### config.mk
export PLATFORM = sky130hd
export DESIGN_NAME = atcm_mult_pipe
export DESIGN_NICKNAME = d
export VERILOG_FILES = /design/src/rtl/atcm_pkg.sv /design/src/rtl/atcm_approx_core.sv /design/src/rtl/atcm_mult_pipe.sv
export SDC_FILE = /design/constraint.sdc
export NUM_CORES = 1
export LEC_CHECK = 0
export CAP_MARGIN = 25
export CORE_UTILIZATION = 30
export CTS_CLUSTER_DIAMETER = 150
export DETAILED_ROUTE_END_ITERATION = 8
export PLACE_DENSITY_LB_ADDON = 0.05
export SLEW_MARGIN = 10
export SYNTH_ARGS = -nofsm -noshare
export SYNTH_HDL_FRONTEND = slang
export SYNTH_SLANG_ARGS = --single-unit
export TNS_END_PERCENT = 50
### constraint.sdc
create_clock -name clk -period 7.2 [get_ports clk]
set_clock_uncertainty 0.15 [all_clocks]
set_input_delay 2.16 -clock clk [delete_from_list [all_inputs] [get_ports clk]]
set_output_delay 2.16 -clock clk [all_outputs]
set_load 0.01 [all_outputs]
### src/rtl/atcm_pkg.sv
// Shared constants and arithmetic helpers for the ATCM multiplier family.
// Helpers use 64-bit arguments so one definition serves every counter width up to 63 bits.
package atcm_pkg;

    localparam int DEF_W      = 8;
    localparam int DEF_K      = 4;
    localparam int DEF_STAGES = 2;
    localparam int DEF_ACC_W  = 32;
    localparam int DEF_CNT_W  = 24;

    // Sum clamped to the all-ones value of a width-bit counter.
    function automatic logic [63:0] sat_add(input logic [63:0] acc,
                                            input logic [63:0] inc,
                                            input int          width);
        logic [64:0] sum;
        logic [64:0] lim;
        sum = {1'b0, acc} + {1'b0, inc};
        lim = (65'd1 << width) - 65'd1;
        if (sum > lim) begin
            return lim[63:0];
        end
        return sum[63:0];
    endfunction

    function automatic logic [63:0] abs_diff(input logic [63:0] x,
                                             input logic [63:0] y);
        return (x >= y) ? (x - y) : (y - x);
    endfunction

endpackage

### src/rtl/atcm_approx_core.sv
// Combinational exact and approximate products; columns below K are replaced by an OR of
// their partial products, columns at or above K are summed exactly with no carry-in from below.
module atcm_approx_core #(
    parameter int W = 8,
    parameter int K = 4
) (
    input  logic [W-1:0]   a,
    input  logic [W-1:0]   b,
    output logic [2*W-1:0] z_approx,
    output logic [2*W-1:0] z_exact
);

    logic [2*W-1:0] hi;
    logic [2*W-1:0] lo;

    always_comb begin
        hi = '0;
        lo = '0;
        for (int i = 0; i < W; i++) begin
            for (int j = 0; j < W; j++) begin
                if (i + j >= K) begin
                    hi = hi + ((2*W)'(a[i] & b[j]) << (i + j));
                end else begin
                    lo[i+j] = lo[i+j] | (a[i] & b[j]);
                end
            end
        end
    end

    // hi has nothing below bit K and lo nothing at or above it
    assign z_approx = hi | lo;
    assign z_exact  = (2*W)'(a) * (2*W)'(b);

endmodule

### src/rtl/atcm_mult_pipe.sv
// Pipelined exact/approximate multiplier with valid/ready handshake and running error statistics.
// Stage 1 registers operands, stage 2 registers both products, later stages only carry them.
module atcm_mult_pipe
    import atcm_pkg::*;
#(
    parameter int W      = DEF_W,
    parameter int K      = DEF_K,
    parameter int STAGES = DEF_STAGES,
    parameter int ACC_W  = DEF_ACC_W,
    parameter int CNT_W  = DEF_CNT_W
) (
    input  logic             clk,
    input  logic             rst,
    input  logic             in_valid,
    output logic             in_ready,
    input  logic [W-1:0]     a_in,
    input  logic [W-1:0]     b_in,
    input  logic             mode_approx,
    output logic             out_valid,
    input  logic             out_ready,
    output logic [2*W-1:0]   z_out,
    output logic [2*W-1:0]   z_exact_out,
    input  logic             stats_clr,
    output logic [ACC_W-1:0] err_acc,
    output logic [CNT_W-1:0] sample_cnt
);

    localparam int ZW = 2 * W;

    logic          adv;
    logic          dlv;
    logic          s1_valid;
    logic          s1_mode;
    logic [W-1:0]  s1_a;
    logic [W-1:0]  s1_b;
    logic [ZW-1:0] core_za;
    logic [ZW-1:0] core_zx;
    logic          pv [2:STAGES];
    logic [ZW-1:0] pz [2:STAGES];
    logic [ZW-1:0] px [2:STAGES];
    logic [63:0]   err;

    atcm_approx_core #(
        .W (W),
        .K (K)
    ) u_core (
        .a        (s1_a),
        .b        (s1_b),
        .z_approx (core_za),
        .z_exact  (core_zx)
    );

    // One global enable: the whole pipe moves or the whole pipe holds.
    assign adv         = !out_valid || out_ready;
    assign in_ready    = adv;
    assign dlv         = out_valid && out_ready;
    assign out_valid   = pv[STAGES];
    assign z_out       = pz[STAGES];
    assign z_exact_out = px[STAGES];

    always_ff @(posedge clk) begin
        if (rst) begin
            s1_valid <= 1'b0;
            s1_mode  <= 1'b0;
            s1_a     <= '0;
            s1_b     <= '0;
            for (int k = 2; k <= STAGES; k++) begin
                pv[k] <= 1'b0;
                pz[k] <= '0;
                px[k] <= '0;
            end
        end else if (adv) begin
            s1_valid <= in_valid;
            s1_mode  <= mode_approx;
            s1_a     <= a_in;
            s1_b     <= b_in;
            pv[2]    <= s1_valid;
            pz[2]    <= s1_mode ? core_za : core_zx;
            px[2]    <= core_zx;
            for (int k = 3; k <= STAGES; k++) begin
                pv[k] <= pv[k-1];
                pz[k] <= pz[k-1];
                px[k] <= px[k-1];
            end
        end
    end

    // Exact-mode results carry z_out == z_exact_out, so their error is naturally zero.
    assign err = abs_diff(64'(z_exact_out), 64'(z_out));

    always_ff @(posedge clk) begin
        if (rst || stats_clr) begin
            err_acc    <= '0;
            sample_cnt <= '0;
        end else if (dlv) begin
            err_acc    <= ACC_W'(sat_add(64'(err_acc), err, ACC_W));
            sample_cnt <= CNT_W'(sat_add(64'(sample_cnt), 64'd1, CNT_W));
        end
    end

endmodule

==> results summary <==
The flow ran to the end, but the final reports show violations. The checks that failed: DRC. The largest incremental delay on the critical path came out at 540 ps. The routed via count is 8990. Summed over all layers, the routed wires come to 30900 microns.

Subtracting the final worst setup slack from the clock period gives 6620 ps. Setup repair after global routing left no endpoint under its margin. The largest net degree at the start of global routing is 37.

The setup total negative slack came out at 0 ps. The highest clock rate is 151 MHz. The biggest fanout along the worst timing path came out at 15.

Measured along the y axis, the die boundary spans 193 microns. Clock tree synthesis selected as its root buffer the cell sky130_fd_sc_hd__clkbuf_16. The register clock-pin slew on the reported worst setup and hold paths is 80 ps. The final weighted congestion in routability-driven placement is 0.860.

The number of antenna violations at the first check in global routing came out at 0. The layout cell share with drive strength beyond 1 is 4.15%. The prevailing post-synth register cell is sky130_fd_sc_hd__dfxtp_1. The worst setup path is captured at a register. The placed wire-length estimate after detailed placement came out at 24900 microns. The warning count from the yosys run came out at 0. Once the clock tree was built, the resizer swapped 0 gates to a different size. The worst setup path is of the reg -> reg kind. The number of clock buffers added by TritonCTS is 9. The number of hold-repair buffers added at the cts stage came out at 0.

Yosys mapped a number of flops with a built-in enable equal to 32. For this run, design rule violations remaining after detail routing come to 23. The worst ir drop on vdd came out at 151 uV. STA classifies the critical path startpoint as a register. The cell area after synthesis came out at 10900 sq um.

The average vias per placed instance came out at 4.97. The number of global-route vias before repair was 9188. The areal power density over the cells is 219 nW/um^2. The storage element area is 2440 sq um. The setup fix buffers added after clock tree synthesis is 0. The length of routed wiring on met1 came out at 13900 microns.

The total track usage came out at 17.1%. The die footprint came out at 37200 sq um. The area used by multi-input combinational logic came out at 7730 sq um. In this run the tightest slew margin relative to its limit is 37.7%. Traced cell by cell, the critical path runs through ha_1 > a21oi_1 > o21ai_0 > o21ai_1 > o21ai_2 > buf_4 > mux2i_1 > o32ai_1 > a211oi_1 > a41o_1 > nor2_1 > ha_1 > nand2_1 > o21ai_0 > a21oi_1 > nor3b_1 > a31oi_1 > o21ai_0 > ha_1 > nor2_1 > o211ai_2 > buf_4 > o221a_1. The repair_antennas step left the layout with diodes totalling 0. The standard-cell row count is 69. The class of the tightest hold or removal check is reg -> reg. The area of the placeable core is 35700 sq um.

The library cell used most frequently in the layout, excluding fill and tap cells, is sky130_fd_sc_hd__inv_1. The overall die width came out at 193 microns. The number of violations reported at the end of detailed-routing iteration 0 is 433. Counting every sink on the clock net gives 106. The largest buffer count on any clock path is 2. Before CTS, the worst setup slack after placement is 583 ps. The count of different cell masters after synthesis is 71. The met2 routed wirelength is 15600 microns.

On the critical path, the stage with the largest delay is an instance of sky130_fd_sc_hd__o21ai_2. The post-synthesis instance total is 1272. The tool flagged a number of max-cap violations equal to 0. The average cell area after synthesis came out at 8.60 sq um. The sequential element share of the synthesized area came out at 22.3%. STA puts the critical path data required time at 7320 ps. The total of fill cells in the finished design is 3798. The final hold violation count came to 0.

The cell leakage power came out at 5.61 nW. The portion of the clock cycle consumed by the worst path in the final layout is 91.9%. The net count of the finished layout came out at 1558.

Setup violations remaining at the end of the flow were counted as 0. The average detailed-routed wire length per instance came out at 17.0 microns. The library cells used most frequently in the layout, excluding fill and tap cells, are 128 x sky130_fd_sc_hd__inv_1, 124 x sky130_fd_sc_hd__nand2_1, 122 x sky130_fd_sc_hd__ha_1, 115 x sky130_fd_sc_hd__a21oi_1, 111 x sky130_fd_sc_hd__clkdlybuf4s50_1. The number of iterations in the first detailed-routing pass came out at 7. The CTS tree is yes. Once the floorplan was initialized, standard cells occupied 30.6% of the core. The data arrival time of the critical path came out at 6740 ps. The transition time of the tightest slew-check pin is 932 ps. The layout-stage area growth over the synthesis result came out at 16.1%.

In the synthesized netlist the async set-or-reset flop fraction comes to 0%. The global-route congestion overflow total came out at 0. The total number of H-tree levels came out at 3. The top metal layer carrying routed signals is met4. The routed wire length on met3 came out at 754 microns. The number of storage elements in the synthesis netlist came out at 106. The max-slew violation count is 0.

The worst-skew pair later-pin latency came out at 380 ps. During placement, the flow inserted port buffers numbering 111. The worst path setup slack after routing is 581 ps. The residual antenna-violating net count after detailed routing is 0. The global-route wire length before repair is 49700 microns.

The number of I/O pins is 112.
-- cells in the mapped netlist (14+ instances only) --
cell type | count | area, sq um
sky130_fd_sc_hd__inv_1 | 128 | 480
sky130_fd_sc_hd__nand2_1 | 124 | 465
sky130_fd_sc_hd__ha_1 | 122 | 1530
sky130_fd_sc_hd__a21oi_1 | 115 | 576
sky130_fd_sc_hd__nor2_1 | 84 | 315
sky130_fd_sc_hd__dfxtp_1 | 74 | 1480
sky130_fd_sc_hd__fa_1 | 70 | 1400
sky130_fd_sc_hd__o21ai_0 | 58 | 290
sky130_fd_sc_hd__and2_1 | 46 | 288
sky130_fd_sc_hd__clkbuf_1 | 45 | 169
sky130_fd_sc_hd__xnor2_1 | 38 | 333
sky130_fd_sc_hd__edfxtp_1 | 32 | 961
sky130_fd_sc_hd__o221a_1 | 30 | 338
sky130_fd_sc_hd__nand3_1 | 27 | 135
sky130_fd_sc_hd__nor3_1 | 25 | 125
sky130_fd_sc_hd__xor2_1 | 25 | 219
sky130_fd_sc_hd__a21o_1 | 21 | 158
sky130_fd_sc_hd__a31oi_1 | 14 | 87.6
sky130_fd_sc_hd__and3_1 | 14 | 87.6
-- worst paths after layout --
path,start,to,slack (ps),depth (start not counted)
hold / removal,s1_valid$_SDFFE_PP0N_,s1_valid$_SDFFE_PP0N_,310,2
setup reg to reg,px[2][10]$_SDFFCE_PN0P_,err_acc[4]$_SDFFE_PP0P_,580,23
setup / recovery,px[2][10]$_SDFFCE_PN0P_,err_acc[4]$_SDFFE_PP0P_,580,23
hold reg to reg,s1_valid$_SDFFE_PP0N_,s1_valid$_SDFFE_PP0N_,310,2
-- sequential cells by signal, summed over array words and instances (netlist names) --
signal and count:
s1_a 8, s1_b 8, s1_valid 1, px 15, err_acc 32, sample_cnt 24, s1_mode 1, pv 1
pz 16
-- power by group --
group          leakage [nW]  switching [mW]  internal [mW]
clock network         0.144           0.262          0.242
registers             0.983          0.0417          0.648
logic                  4.49           0.932          0.659
total                  5.61            1.24           1.55
-- layout make-up --
cell class                      instances  share of cell area (%)
Clock buffer                            9                    1.77
Tap cell                              461                    4.54
Sequential cell                       106                    19.2
Clock inverter                          7                   0.493
Multi-Input combinational cell        979                    60.9
Timing Repair Buffer                  120                    9.28
Inverter                              128                    3.78
-- kinds of logic (layout without fill, tap and decap cells) --
family | Yosys count | after routing | synth area share (%)
AOI/OAI and AO/OA | 328 | 328 | 20.7
xor gates and xnor gates | 63 | 63 | 5.04
adders and majority gates | 192 | 192 | 26.8
buffers and inverters | 188 | 264 | 7.06
DFF | 106 | 106 | 22.3
muxes | 17 | 17 | 1.66
other | 2 | 3 | 0.0686
and+or+nand+nor | 376 | 376 | 16.4
-- metrics by stage --
step | total power [mW] | hold slack, ps | util (%) | std cells | area, sq um
6_report | 2.78 | 306 | 35.5 | 1810 | 12700
2_1_floorplan | 1.91 | 277 | - | 1273 | 10900
3_3_place_gp | 2.32 | 292 | 34.7 | 1794 | 12400
4_1_cts | 2.83 | 306 | 35.5 | 1810 | 12700
5_1_grt | 3.03 | 316 | 35.5 | 1810 | 12700
3_5_place_dp | 2.31 | 296 | 34.7 | 1794 | 12400
-- layer usage --
layer	up-vias	track usage [%]
met5	-	0
met2	117	30.3
met4	0	6.04
li1	4583	-
met3	29	2.14
met1	4261	21.1
-- critical path, delay by kind of cell, from the launching register on --
family / cells / cell delay [ps]
AOI/OAI and AO/OA: 13 / 3220
muxes: 1 / 260
DFF: 1 / 410
buffers and inverters: 2 / 550
and+or+nand+nor: 4 / 770
adders and majority gates: 3 / 1110
No activity file was read; power rests on OpenSTA's default activity.
